<file path="src/rtl/lc3_mem_pkg.sv">
// Shared definitions for the LC-3 memory access sequencer: state encoding and op flag.
package lc3_mem_pkg;

  localparam int STATE_W = 3;

  localparam logic [STATE_W-1:0] S_IDLE      = 3'd0;
  localparam logic [STATE_W-1:0] S_WR_DATA   = 3'd1;
  localparam logic [STATE_W-1:0] S_WAIT      = 3'd2;
  localparam logic [STATE_W-1:0] S_RD_LATCH  = 3'd3;
  localparam logic [STATE_W-1:0] S_WR_COMMIT = 3'd4;
  localparam logic [STATE_W-1:0] S_DONE      = 3'd5;

  typedef enum logic {
    OP_RD = 1'b0,
    OP_WR = 1'b1
  } op_e;

  // State that follows the wait window (or the address/data phase when there is none).
  function automatic logic [STATE_W-1:0] data_state(input op_e op);
    return (op == OP_WR) ? S_WR_COMMIT : S_RD_LATCH;
  endfunction

endpackage

</file>
<file path="src/rtl/mem_wait_counter.sv">
// Wait-state counter: synchronous clear, count enable, terminal flag at TERM.
module mem_wait_counter #(
  parameter int CNT_W = 4,
  parameter int TERM  = 1
) (
  input  logic clk,
  input  logic reset,
  input  logic clear,
  input  logic en,
  output logic term
);

  logic [CNT_W-1:0] count;

  always_ff @(posedge clk) begin
    if (reset) begin
      count <= '0;
    end else if (clear) begin
      count <= '0;
    end else if (en) begin
      count <= count + 1'b1;
    end
  end

  assign term = (count == CNT_W'(TERM));

endmodule

</file>
<file path="src/rtl/mem_access_ctrl.sv">
// Memory strobe sequencer: one read or write per request with programmable wait states.
module mem_access_ctrl
  import lc3_mem_pkg::*;
#(
  parameter int WAIT_CYCLES = 2,
  parameter int CNT_W       = 4
) (
  input  logic clk,
  input  logic reset,
  input  logic start_rd,
  input  logic start_wr,
  output logic ldMAR,
  output logic ldMDR,
  output logic selMDR,
  output logic memWE,
  output logic bus_phase,
  output logic busy,
  output logic mem_ready,
  output logic req_err
);

  localparam int TERM = (WAIT_CYCLES > 0) ? WAIT_CYCLES - 1 : 0;

  logic [STATE_W-1:0] state;
  logic [STATE_W-1:0] next_state;
  op_e                op;
  logic               idle;
  logic               start_any;
  logic               cnt_clear;
  logic               cnt_en;
  logic               cnt_term;

  assign idle      = (state == S_IDLE);
  assign start_any = start_rd | start_wr;

  always_comb begin
    next_state = state;
    case (state)
      S_IDLE: begin
        if (start_wr) begin
          next_state = S_WR_DATA;
        end else if (start_rd) begin
          next_state = (WAIT_CYCLES == 0) ? S_RD_LATCH : S_WAIT;
        end
      end
      S_WR_DATA:   next_state = (WAIT_CYCLES == 0) ? S_WR_COMMIT : S_WAIT;
      S_WAIT:      if (cnt_term) next_state = data_state(op);
      S_RD_LATCH:  next_state = S_DONE;
      S_WR_COMMIT: next_state = S_DONE;
      S_DONE:      next_state = S_IDLE;
      default:     next_state = S_IDLE;
    endcase
  end

  // The counter restarts on every WAIT entry so each transaction gets the full window.
  assign cnt_clear = (next_state == S_WAIT) && (state != S_WAIT);
  assign cnt_en    = (state == S_WAIT);

  mem_wait_counter #(
    .CNT_W(CNT_W),
    .TERM (TERM)
  ) u_wait_counter (
    .clk  (clk),
    .reset(reset),
    .clear(cnt_clear),
    .en   (cnt_en),
    .term (cnt_term)
  );

  always_ff @(posedge clk) begin
    if (reset) begin
      state <= S_IDLE;
      op    <= OP_RD;
    end else begin
      state <= next_state;
      if (idle && start_any) begin
        op <= start_wr ? OP_WR : OP_RD;
      end
    end
  end

  // Address capture and request rejection are Mealy; everything else decodes state only.
  assign ldMAR     = idle & start_any;
  assign req_err   = start_any & (~idle | (start_rd & start_wr));
  assign ldMDR     = (state == S_WR_DATA) | (state == S_RD_LATCH);
  assign selMDR    = (state == S_RD_LATCH);
  assign bus_phase = (state == S_WR_DATA);
  assign memWE     = (state == S_WR_COMMIT);
  assign mem_ready = (state == S_DONE);
  assign busy      = ~idle;

endmodule
</file>
<file path="config.mk">
export PLATFORM = sky130hd
export DESIGN_NAME = mem_access_ctrl
export DESIGN_NICKNAME = d
export VERILOG_FILES = /design/src/rtl/lc3_mem_pkg.sv /design/src/rtl/mem_wait_counter.sv /design/src/rtl/mem_access_ctrl.sv
export SDC_FILE = /design/constraint.sdc
export NUM_CORES = 1
export LEC_CHECK = 0
export CAP_MARGIN = 20
export CORE_MARGIN = 3
export CORE_UTILIZATION = 30
export DETAILED_ROUTE_END_ITERATION = 6
export GPL_TIMING_DRIVEN = 0
export PLACE_DENSITY_LB_ADDON = 0.08
export SLEW_MARGIN = 40
export SYNTH_ARGS = -nofsm -noshare
export SYNTH_HDL_FRONTEND = slang
export SYNTH_SLANG_ARGS = --single-unit
</file>
<file path="constraint.sdc">
create_clock -name clk -period 1.81 [get_ports clk]
set_input_delay 0.181 -clock clk [delete_from_list [all_inputs] [get_ports clk]]
set_output_delay 0.181 -clock clk [all_outputs]
set_load 0.005 [all_outputs]
</file>
; After elaboration in Yosys (flattened, before gate mapping)
; Index checks and enable logic that the tools add are counted.
[classes]
bitwise_logic = 7
reduce_logical = 5
eq_ne = 8
n_addsub = 1
muxes = 6
[ops]
columns = op, n
row1 = 2-to-1 mux 3 bit, 4
row2 = case mux 3 bit (4 select lines), 1
row3 = "equality test 3 x 2 -> 1 bit, second input constant", 3
row4 = "equality test 3 bit, second input constant", 2
row5 = "adder 4 x 1 -> 4 bit, second input constant", 1
row6 = "equality test 4 x 1 -> 1 bit, second input constant", 1
row7 = OR reduction 2 bit, 2
row8 = bitwise AND 1 bit, 3
row9 = "equality test 3 x 1 -> 1 bit, second input constant", 1
row10 = logical NOT 3 bit, 1
row11 = "inequality test 3 x 2 -> 1 bit, second input constant", 1
row12 = bitwise OR 1 bit, 3
row13 = logical AND 1 bit, 2
row14 = 2-to-1 mux 1 bit, 1
row15 = inverter 1 bit, 1
[word_totals]
reg_bits = 8
inputBits = 4
output_inout_bits = 8

; Longest topological paths before layout
[depth]
word_depth = 6
mapped_depth = 5
mapped_depth_nobuf = 5

; By module
; From an unflattened synthesis, not the netlist that was laid out.
[hier_totals]
cells_unflattened = 55
hier_area_um2 = 478.0
[modules_own_cells]
columns = module, area_per_inst_um2, seq_area_each_um2, instances, cells_each
row1 = mem_access_ctrl, 279.0, 80.1, 1, 35
row2 = mem_wait_counter, 198.9, 80.1, 1, 20

; Least setup slack after synthesis
; Ideal clock, no wire load.
[synth_timing]
kind = register to output
from = reg state[2]
to = out req_err
setup_slack_ns = 0.453
arrival_time_ns = 1.176
path_buffers = 1
path_stages_with_launch = 4
path_cell_list = dfxtp_1 > buf_2 > or3_1 > maj3_1
[synth_via]
elab_chain_len = 4
[synth_rtl]
columns = item, line
row1 = start: declaration, mem_access_ctrl.sv:24  ; logic [STATE_W-1:0] state;
row2 = start signal: assignment, mem_access_ctrl.sv:75  ; state <= next_state;
row3 = logical NOT 3 bit, mem_access_ctrl.sv:33  ; assign idle = (state == S_IDLE);
row4 = inverter 1 bit, --
row5 = via busy, mem_access_ctrl.sv:17  ; output logic busy,
row6 = bitwise OR 1 bit, mem_access_ctrl.sv:84  ; assign req_err = start_any & (~idle | (start_rd & start_wr));
row7 = bitwise AND 1 bit, mem_access_ctrl.sv:84
row8 = end: declaration, mem_access_ctrl.sv:19  ; output logic req_err
; The timed path passes the listed nets, and every way through them passes these cells.

; Final worst setup path
[layout_timing]
from = reg state[0]
to = out memWE
[layout_via]
elab_chain_len = 1
[layout_rtl]
columns = item, line
row1 = equality test 3 bit, mem_access_ctrl.sv:88  ; assign memWE = (state == S_WR_COMMIT);
row2 = end: declaration, mem_access_ctrl.sv:15  ; output logic memWE,
; No other way between the ends.

==> key figures <==
Power
  – Power Density: 807 mW/mm2
  – VDD IR max: 0.000549 V
  – P_leak: 0.244 nW

Placement
  – DP Worst Slack: -0.0475 ns
  – Port buffer count: 10
  – Placed insts: 83
  – GP Congestion: 0.707
  – Post-detail-place hpwl: 822 um
  – Placed inst area: 598 um2

Yosys
  – #FFs+latches synth: 8
  – Area share of the largest cell type after synthesis: 33.4%
  – Syn_area_per_cell: 8.26 um2
  – Proportion of synthesized chip area in sequential cells: 33.4%
  – Synth Flop Type: dfxtp_1
  – Synthesized area: 479 um2
  – Syn Inst Count: 58
  – Post-Syn Nets: 64
  – Asr flop ratio synth: 0%
  – Yosys warns: 0
  – Unique masters post-synth: 29
  – Cell taking the most area after synthesis: dfxtp_1
  – Post-synth EDFFs: 0
  – Synth top area cells: dfxtp_1 (33%), nor2_1 (5.5%), ha_1 (5.2%)

Detailed routing
  – Drc violations: 0
  – Vias: 445
  – Routed len/inst: 12.6 um
  – Post-route ant nets: 0
  – Via-to-Cell Ratio: 5.24
  – Total routed wirelength: 1070 um
  – Iter 0 DRT Violations: 4
  – Initial DRT Pass Iterations: 2

Finish
  – Syn-to-layout area delta: 33.2%
  – Fill count: 148
  – Final Util: 45.6%
  – N_diodes: 0
  – Design area: 638 um2
  – Fraction of layout cells with a size suffix above 1: 17.1%
  – Post-Layout Cell Count: 85
  – Nets: 78

Floorplan
  – Core ar.: 0.00140 mm2
  – Initial Util: 34.3%
  – Chip height: 46.0 um
  – I/O Pins: 12
  – Chip width: 46.0 um
  – Rows: 13
  – Die Area: 0.00211 mm2

Critical path
  – Worst-path fanout max: 10
  – WP data arrival: 1.53 ns
  – Setup CP Type: flop to output pin
  – Path depth of the worst reg2reg path: 4
  – CP Capture Type: output pin
  – R2R Path Start: state[1]$_SDFF_PP0_
  – R2r endpoint: u_wait_counter.count[1]$_SDFFE_PP0N_
  – Critical Path RT: 1.63 ns
  – Reg2reg setup slack: 0.41 ns
  – Critical path launch point type: flop

STA
  – Min Hold Slack: 0.308 ns
  – FMAX: 583 MHz
  – Final count of hold timing violations: 0
  – Unrepaired setup endpoints after global routing: no
  – Max transition margin: 73.5%
  – Setup ws final: 0.0947 ns
  – Final Slew Violations: 0
  – Clock period minus worst slack: 1.72 ns
  – Final Cycle Share: 94.8%
  – Setup-failing EPs final: 0
  – Worst slew pin tran: 0.396 ns
  – Layout Skew: 0.000917 ns

Worst hold path
  – Hold Path End: op$_SDFFE_PP0P_
  – Hold path cells: 2
  – HP Class: input port to flop
  – HP Start: reset

Clock tree
  – H-tree levels: 1
  – Reg clk slew, reported paths: 0.06 ns
  – Setup Buffers After CTS: 0
  – # clock sinks: 8
  – Clk_lat worst skew: 0.25 ns
  – Clk buf depth: 2
  – Root buf cell: clkbuf_4
  – TritonCTS clock tree: yes
  – Hold buffers post-CTS: 0
  – CTS Buf Count: 3

Run
  – Max-cap violations: 0

Global routing
  – Vias in the first global route: 416
  – First-pass GRT wire length: 1860 um
  – Initial antenna violation count: 0
  – Largest net degree at the start of global routing: 12
  – Gr ovfl total: 0
  – Total GRT Usage: 12.7%

Outcome
  – Status: completed
## area by class of cell
type	instances	area [um2]	share of cell area (%)
buffer	3	26.3	4.12
clock buffer	3	22.5	3.53
inverter	3	11.3	1.76
multi-input combinational	43	299	46.9
sequential	8	166	26.1
tap	15	18.8	2.94
timing repair buffer	10	93.8	14.7
## routing by layer
metal | global-route usage [%] | routed length [um] | vias to the layer above
met2 | 17.3 | 471 | 12
met4 | 5.11 | 14 | 0
li1 | - | - | 233
met5 | 0 | 0 | -
met3 | 6.32 | 77 | 2
met1 | 16.8 | 506 | 198
## cell usage after synthesis, types with 2 or more instances
library cell and instances:
a21oi_1 3, dfxtp_1 8, ha_1 2, inv_1 3
nand2_1 2, nor2_1 7, nor2b_1 3, nor3_1 2
nor3b_1 2, nor4bb_1 2, o21ai_0 4, or3_1 2
xnor2_1 2
## power breakdown
part	leakage, nW	switching (mW)	internal, mW	total (mW)
clock network	0.0138	0.0624	0.0760	0.138
logic	0.163	0.0690	0.0948	0.164
registers	0.0668	0.0193	0.193	0.212
total	0.244	0.151	0.364	0.515
## critical path: stages (launching register included)
cell and delay (ns):
dfxtp_2 0.34, buf_6 0.14, nor3b_1 0.25, clkdlybuf4s50_1 0.55
## cells in the final DEF, fill, tap and decap left out, drive strengths merged
cell type,count
a21oi,3
dlygate4sd2,1
nand4b,1
nor3b,2
o21ai,4
nand2,2
nor3,2
clkbuf,4
a2111oi,1
o21a,1
and2b,1
a31oi,1
maj3,1
nor2,7
dfxtp,8
nand3,1
a211oi,1
o311a,1
and3b,1
nor4bb,2
inv,3
or3b,1
or3,2
ha,2
xnor2,2
nor2b,3
nand3b,1
clkdlybuf4s50,8
buf,3
## registers in the layout, summed over array words and instances (netlist names)
register              count
u_wait_counter.count      4
state                     3
op                        1
## logic make-up after synthesis
| logic type | after synthesis | share of synthesized area [%] |
|---|---|---|
| simple gates | 26 | 32.6 |
| compound gates | 12 | 15.7 |
| flops | 8 | 33.4 |
| buf+inv | 7 | 7.31 |
| fa+ha+maj | 3 | 7.31 |
| xor+xnor | 2 | 3.66 |
## worst max-delay path by stage
| stage | to | start | cells after the start |
|---|---|---|---|
| after CTS | bus_phase | state[0]$_SDFF_PP0_ | 4 |
| after floorplan | req_err | state[2]$_SDFF_PP0_ | 3 |
| final | memWE | state[0]$_SDFF_PP0_ | 3 |
| after global routing | selMDR | state[1]$_SDFF_PP0_ | 5 |
| after detailed placement | req_err | state[2]$_SDFF_PP0_ | 4 |
| after global placement | req_err | state[2]$_SDFF_PP0_ | 4 |
## through the flow
step                      power [mW]  TNS [ns]
after floorplan                0.304         0
after global placement         0.374   -0.0393
after detailed placement       0.375   -0.0475
after CTS                      0.519         0
after global routing           0.552         0
final                          0.515         0
## repair_timing
action | 4_1_cts | 5_1_grt
hold endpoints to repair | 0 | 0
gates resized for setup | 10 | 6
setup endpoints to repair | 7 | 4
pin swaps | 1 | 0
No activity file was read; power rests on OpenSTA's default activity.
